===== src/rtl/stopwatch_pkg.sv =====
// Shared definitions for the stopwatch controller.
//   - sw_state_e : controller FSM state encoding (STOP/RUN/CLEAR)
//   - BTN_*      : bit positions of the buttons inside the 3-bit button vector
//   - div_ratio  : clock-to-tick division ratio helper
package stopwatch_pkg;

  typedef enum logic [1:0] {
    ST_STOP  = 2'd0,
    ST_RUN   = 2'd1,
    ST_CLEAR = 2'd2
  } sw_state_e;

  localparam int unsigned BTN_RUN   = 0;
  localparam int unsigned BTN_CLEAR = 1;
  localparam int unsigned BTN_ADD   = 2;

  function automatic int unsigned div_ratio(input int unsigned clk_freq,
                                            input int unsigned tick_hz);
    return clk_freq / tick_hz;
  endfunction

endpackage


===== src/rtl/stopwatch_ctrl_if.sv =====
// Button/pulse bundle between the stopwatch controller and its environment.
//   btn_run, btn_clear, btn_add : debounced button levels into the controller
//   o_tick, o_clear, o_add      : one-cycle pulses to downstream counters
//   o_run                       : high while the controller is running
// Modports: master = button source / pulse consumer, slave = controller.
interface stopwatch_ctrl_if;
  logic btn_run;
  logic btn_clear;
  logic btn_add;
  logic o_tick;
  logic o_clear;
  logic o_add;
  logic o_run;

  modport master (
    output btn_run, btn_clear, btn_add,
    input  o_tick, o_clear, o_add, o_run
  );

  modport slave (
    input  btn_run, btn_clear, btn_add,
    output o_tick, o_clear, o_add, o_run
  );
endinterface


===== src/rtl/stopwatch_ctrl_tick_gen.sv =====
// tick_gen: free-running divider 0..DIV-1 with a registered wrap pulse.
// Ports:
//   clk, reset : clock, synchronous active-high reset
//   enable     : count one step per cycle when high, hold otherwise
//   clear      : force the divider to 0 (wins over enable)
//   o_tick     : one-cycle pulse the cycle after the divider wraps DIV-1 -> 0
// Parameter DIV : division ratio, must be >= 2.
module tick_gen #(
  parameter int unsigned DIV = 10
) (
  input  logic clk,
  input  logic reset,
  input  logic enable,
  input  logic clear,
  output logic o_tick
);

  localparam int unsigned W = (DIV > 1) ? $clog2(DIV) : 1;
  localparam logic [W-1:0] LAST = W'(DIV - 1);

  logic [W-1:0] cnt_q, cnt_d;
  logic         tick_q, tick_d;

  always_comb begin
    cnt_d  = cnt_q;
    tick_d = 1'b0;
    if (clear) begin
      cnt_d = '0;
    end else if (enable) begin
      if (cnt_q == LAST) begin
        cnt_d  = '0;
        tick_d = 1'b1;
      end else begin
        cnt_d = cnt_q + 1'b1;
      end
    end
  end

  always_ff @(posedge clk) begin
    if (reset) begin
      cnt_q  <= '0;
      tick_q <= 1'b0;
    end else begin
      cnt_q  <= cnt_d;
      tick_q <= tick_d;
    end
  end

  assign o_tick = tick_q;

endmodule


===== src/rtl/stopwatch_ctrl.sv =====
// stopwatch_ctrl: run/stop/clear controller for a stopwatch counter chain.
// Ports:
//   clk   : system clock, all logic on the rising edge
//   reset : synchronous active-high reset
//   bus   : stopwatch_ctrl_if.slave (button levels in, tick/clear/add/run out)
// Parameters: CLK_FREQ (Hz), TICK_HZ (Hz); DIV = CLK_FREQ/TICK_HZ >= 2.
// Build option: define STOPWATCH_BTN_SYNC_EN to pass the buttons through a
// two-flop synchronizer before edge detection (two cycles extra latency).
module stopwatch_ctrl
  import stopwatch_pkg::*;
#(
  parameter int unsigned CLK_FREQ = 100_000_000,
  parameter int unsigned TICK_HZ  = 100
) (
  input  logic             clk,
  input  logic             reset,
  stopwatch_ctrl_if.slave  bus
);

  localparam int unsigned DIV = div_ratio(CLK_FREQ, TICK_HZ);

  logic [2:0] btn_raw;
  logic [2:0] btn_s;
  logic [2:0] prev_q;
  logic [2:0] rise;

  sw_state_e state_q, state_d;
  logic      add_q, add_d;

  assign btn_raw[BTN_RUN]   = bus.btn_run;
  assign btn_raw[BTN_CLEAR] = bus.btn_clear;
  assign btn_raw[BTN_ADD]   = bus.btn_add;

`ifdef STOPWATCH_BTN_SYNC_EN
  logic [2:0] sync1_q, sync2_q;

  always_ff @(posedge clk) begin
    if (reset) begin
      sync1_q <= '0;
      sync2_q <= '0;
    end else begin
      sync1_q <= btn_raw;
      sync2_q <= sync1_q;
    end
  end

  assign btn_s = sync2_q;
`else
  assign btn_s = btn_raw;
`endif

  // prev_q resets to 0, so a button held through reset release is an edge.
  always_ff @(posedge clk) begin
    if (reset) begin
      prev_q <= '0;
    end else begin
      prev_q <= btn_s;
    end
  end

  assign rise = btn_s & ~prev_q;

  always_comb begin
    state_d = state_q;
    add_d   = 1'b0;
    unique case (state_q)
      ST_STOP: begin
        // Clear beats run; add only fires on an otherwise quiet cycle.
        if (rise[BTN_CLEAR]) begin
          state_d = ST_CLEAR;
        end else if (rise[BTN_RUN]) begin
          state_d = ST_RUN;
        end else if (rise[BTN_ADD]) begin
          add_d = 1'b1;
        end
      end
      ST_RUN: begin
        if (rise[BTN_RUN]) begin
          state_d = ST_STOP;
        end
      end
      ST_CLEAR: begin
        state_d = ST_STOP;
      end
      default: begin
        state_d = ST_STOP;
      end
    endcase
  end

  always_ff @(posedge clk) begin
    if (reset) begin
      state_q <= ST_STOP;
      add_q   <= 1'b0;
    end else begin
      state_q <= state_d;
      add_q   <= add_d;
    end
  end

  tick_gen #(
    .DIV (DIV)
  ) u_tick (
    .clk    (clk),
    .reset  (reset),
    .enable (state_q == ST_RUN),
    .clear  (state_q == ST_CLEAR),
    .o_tick (bus.o_tick)
  );

  assign bus.o_run   = (state_q == ST_RUN);
  assign bus.o_clear = (state_q == ST_CLEAR);
  assign bus.o_add   = add_q;

endmodule

===== src/flat_wrapper.sv =====
// flat-port wrapper written by rule: the top's interface ports become plain ports
module stopwatch_ctrl_flat import stopwatch_pkg::*;
#(
  parameter int unsigned CLK_FREQ = 100_000_000,
  parameter int unsigned TICK_HZ  = 100
)
  (clk, reset, bus_btn_run, bus_btn_clear, bus_btn_add, bus_o_tick, bus_o_clear, bus_o_add, bus_o_run);
  stopwatch_ctrl_if bus_i ();
  input  logic clk;
  input  logic reset;
  input wire logic [$bits(bus_i.btn_run)-1:0] bus_btn_run;
  input wire logic [$bits(bus_i.btn_clear)-1:0] bus_btn_clear;
  input wire logic [$bits(bus_i.btn_add)-1:0] bus_btn_add;
  output wire logic [$bits(bus_i.o_tick)-1:0] bus_o_tick;
  output wire logic [$bits(bus_i.o_clear)-1:0] bus_o_clear;
  output wire logic [$bits(bus_i.o_add)-1:0] bus_o_add;
  output wire logic [$bits(bus_i.o_run)-1:0] bus_o_run;
  assign bus_i.btn_run = bus_btn_run;
  assign bus_i.btn_clear = bus_btn_clear;
  assign bus_i.btn_add = bus_btn_add;
  assign bus_o_tick = bus_i.o_tick;
  assign bus_o_clear = bus_i.o_clear;
  assign bus_o_add = bus_i.o_add;
  assign bus_o_run = bus_i.o_run;
  stopwatch_ctrl #(.CLK_FREQ(CLK_FREQ), .TICK_HZ(TICK_HZ)) u_core (.clk(clk), .reset(reset), .bus(bus_i));
endmodule

===== config.mk =====
export PLATFORM = sky130hd
export DESIGN_NAME = stopwatch_ctrl_flat
export DESIGN_NICKNAME = d
export VERILOG_FILES = /design/src/rtl/stopwatch_pkg.sv /design/src/rtl/stopwatch_ctrl_if.sv /design/src/rtl/stopwatch_ctrl_tick_gen.sv /design/src/rtl/stopwatch_ctrl.sv /design/src/flat_wrapper.sv
export SDC_FILE = /design/constraint.sdc
export NUM_CORES = 1
export LEC_CHECK = 0
export CAP_MARGIN = 20
export CORE_MARGIN = 2
export CORE_UTILIZATION = 55
export DETAILED_ROUTE_END_ITERATION = 10
export HOLD_SLACK_MARGIN = 0.02
export PLACE_DENSITY = 0.82
export SYNTH_ARGS = -nofsm -noshare
export SYNTH_HDL_FRONTEND = slang
export SYNTH_SLANG_ARGS = --single-unit
export TNS_END_PERCENT = 100

===== constraint.sdc =====
create_clock -name clk -period 1.69 [get_ports clk]
set_input_delay 0.338 -clock clk [delete_from_list [all_inputs] [get_ports clk]]
set_output_delay 0.338 -clock clk [all_outputs]
set_load 0.02 [all_outputs]

==> run summary <==
Status: finished clean
Total track usage: 18.85%
Period utilization: 94.05%
Vias in the first global route: 844
Setup CP Type: flip-flop to output pin
Post-Route Skew: 0.001359 ns
Max VDD drop: 0.4444 mV
CTS tree: yes
Clock Latency Late Sink: 0.31 ns
Static leakage: 0.0005011 uW
Synth Register Bits: 27
Drt wl/cell: 12.73 um
GP Congestion: 0.7553
Starting Density: 59.25%
FILL cells: 169
Row count: 16
Actual slew at the worst max-slew pin: 0.3519 ns
Sequential area share after synthesis: 45.57%
Count leader, synth: dfxtp_1
Worst Hold Class: flip-flop to flip-flop
Final setup fails: 0
Max-slew violations: 0
Area leader, netlist: dfxtp_1
Pwr Density: 728.4 nW/um^2
Overflow after GRT: 0
Area growth, synth to finish: 14.56%
Ant diodes: 0
CP Capture Type: output pin
Largest fanout on the critical path: 5
Data required time of the worst path: 1.35 ns
Unrepaired setup endpoints after global routing: false
Post-route ant nets: 0
Max Clock Freq: 629.2 MHz
IO buf count: 8
Initial antenna violation count: 0
Max-cap violations: 0
Nets: 150
Worst EP arrival: 1.25 ns
Pin count of the biggest net entering global routing: 20
Iteration-0 DRC Markers: 33
Via density: 5.582
Post-synthesis cell area: 1186 sq um
Main flop type after synthesis: dfxtp_1
Vias: 949
Worst relative slew slack: 76.21%
Layout cells sized above 1: 12.59%
Pre-antenna DRT Iters: 4
HPWL after detailed placement: 1.619 mm
Core Area: 2002 sq um
Clock-pin transition on the worst setup and hold timing paths: 0.14 ns
Final hold vios: 0
Top cell type's share of synthesized area: 45.57%
Post-CTS Setup Bufs: 0
Netlist cell types: 34
Routed wire length: 2.164 mm
Drt drc: 0
Post-synth ARST share: 0%
Util after Layout: 67.88%
Die Ht: 50.44 um
Synth area leaders: dfxtp_1 46%, xor2_1 5.9%, nor2_1 4.1%
Most common library cells after synthesis: 27 x dfxtp_1, 13 x nor2_1, 8 x a21oi_1, 8 x nand3_1, 8 x xor2_1
Die ar.: 2544 sq um
Hold buffer count at cts: 0
Worst Setup Start Kind: flip-flop
First-pass GRT wire length: 3.629 mm
Clock H-tree levels: 1
Clk buf depth: 2
Ports: 9
DIE WIDTH: 50.44 um
Hold WS: 0.4733 ns
Post-synth EDFFs: 0
Clock sinks: 27
Post-Syn Nets: 133
YS warnings: 0
Final min period: 1.589 ns
Fin Setup TNS: 0 ns
CTS root buf: clkbuf_4
CTS Buf Count: 3
Syn Inst Count: 127
Syn_area_per_cell: 9.340 sq um
path summary, 6_finish.rpt:
check                         startpoint                      end  slack (ns)  cells after the start
setup / recovery       u_core.state_q[0]                bus_o_run        0.10                      2
setup reg to reg  u_core.u_tick.cnt_q[8]  u_core.u_tick.cnt_q[17]        0.12                      4
hold reg to reg         u_core.prev_q[1]        u_core.state_q[1]        0.47                      1
hold / removal          u_core.prev_q[1]        u_core.state_q[1]        0.47                      1
cells in the final DEF, fill, tap and decap left out, types with 4 or more instances in the layout:
master            n
xor2_1            8
nand4_1           5
nand2_1           4
o21ai_0           6
dfxtp_1          27
nor2b_1           5
clkdlybuf4s50_1   6
a21oi_1           8
nor2_1           13
nand3_1           8
or3_1             6
buf_4             8
cells by family (layout without fill, tap and decap cells):
family | count (synthesis) | in the layout | share of synthesized area (%)
DFF | 27 | 27 | 45.57
AOI/OAI and AO/OA | 20 | 20 | 9.916
and+or+nand+nor | 60 | 60 | 31.22
adders and majority gates | 1 | 1 | 1.055
xor gates and xnor gates | 10 | 10 | 7.384
muxes | 2 | 2 | 1.688
buffers and inverters | 7 | 23 | 3.165
power by group:
group	leakage, uW	internal (uW)	switching, uW	total (uW)
sequential	0.000219	647	6.65	653
combinational	0.000267	32.6	34.8	67.4
clock	0.0000150	92.0	177	269
area by class of cell:
class                      count  area (sq um)  area share (%)
multi-input combinational     93         609.3           44.84
sequential                    27         540.5           39.78
timing repair buffer          16         137.6           10.13
tap                           27         33.78           2.486
clock buffer                   4         26.28           1.934
inverter                       3         11.26          0.8287
routing by layer:
layer / vias up / global-route usage, % / routed length (um)
li1: 492 / - / -
met1: 445 / 26.48 / 1109
met2: 10 / 30.26 / 985
met3: 2 / 2.679 / 55
met4: 0 / 5.405 / 13
met5: - / 0 / 0
metrics by stage:
stage / cell area [sq um] / cells / power, uW / worst slack (ns)
after floorplan: 1186 / 127 / 705.8 / 0.1619
after global placement: 1334 / 166 / 735.8 / 0.1456
after detailed placement: 1334 / 166 / 737.1 / 0.1232
after CTS: 1358 / 170 / 997.0 / 0.08024
after global routing: 1359 / 170 / 1026 / 0.006187
final: 1359 / 170 / 989.7 / 0.1006
state kept, by name (all words and copies together) (netlist names):
name and cells:
u_core.u_tick.cnt_q 20, u_core.bus.o_add 1, u_core.prev_q 3, u_core.u_tick.o_tick 1, u_core.state_q 2
timing repair:
action	in CTS	in global routing
gates resized for setup	2	1
setup endpoints to repair	2	1
hold endpoints to repair	0	0
critical path, cell delays in order, from the launching register on:
cell,delay [ns]
dfxtp_1,0.39
nor2b_1,0.20
dlygate4sd2_1,0.35
(Power assumes the default switching activity.)
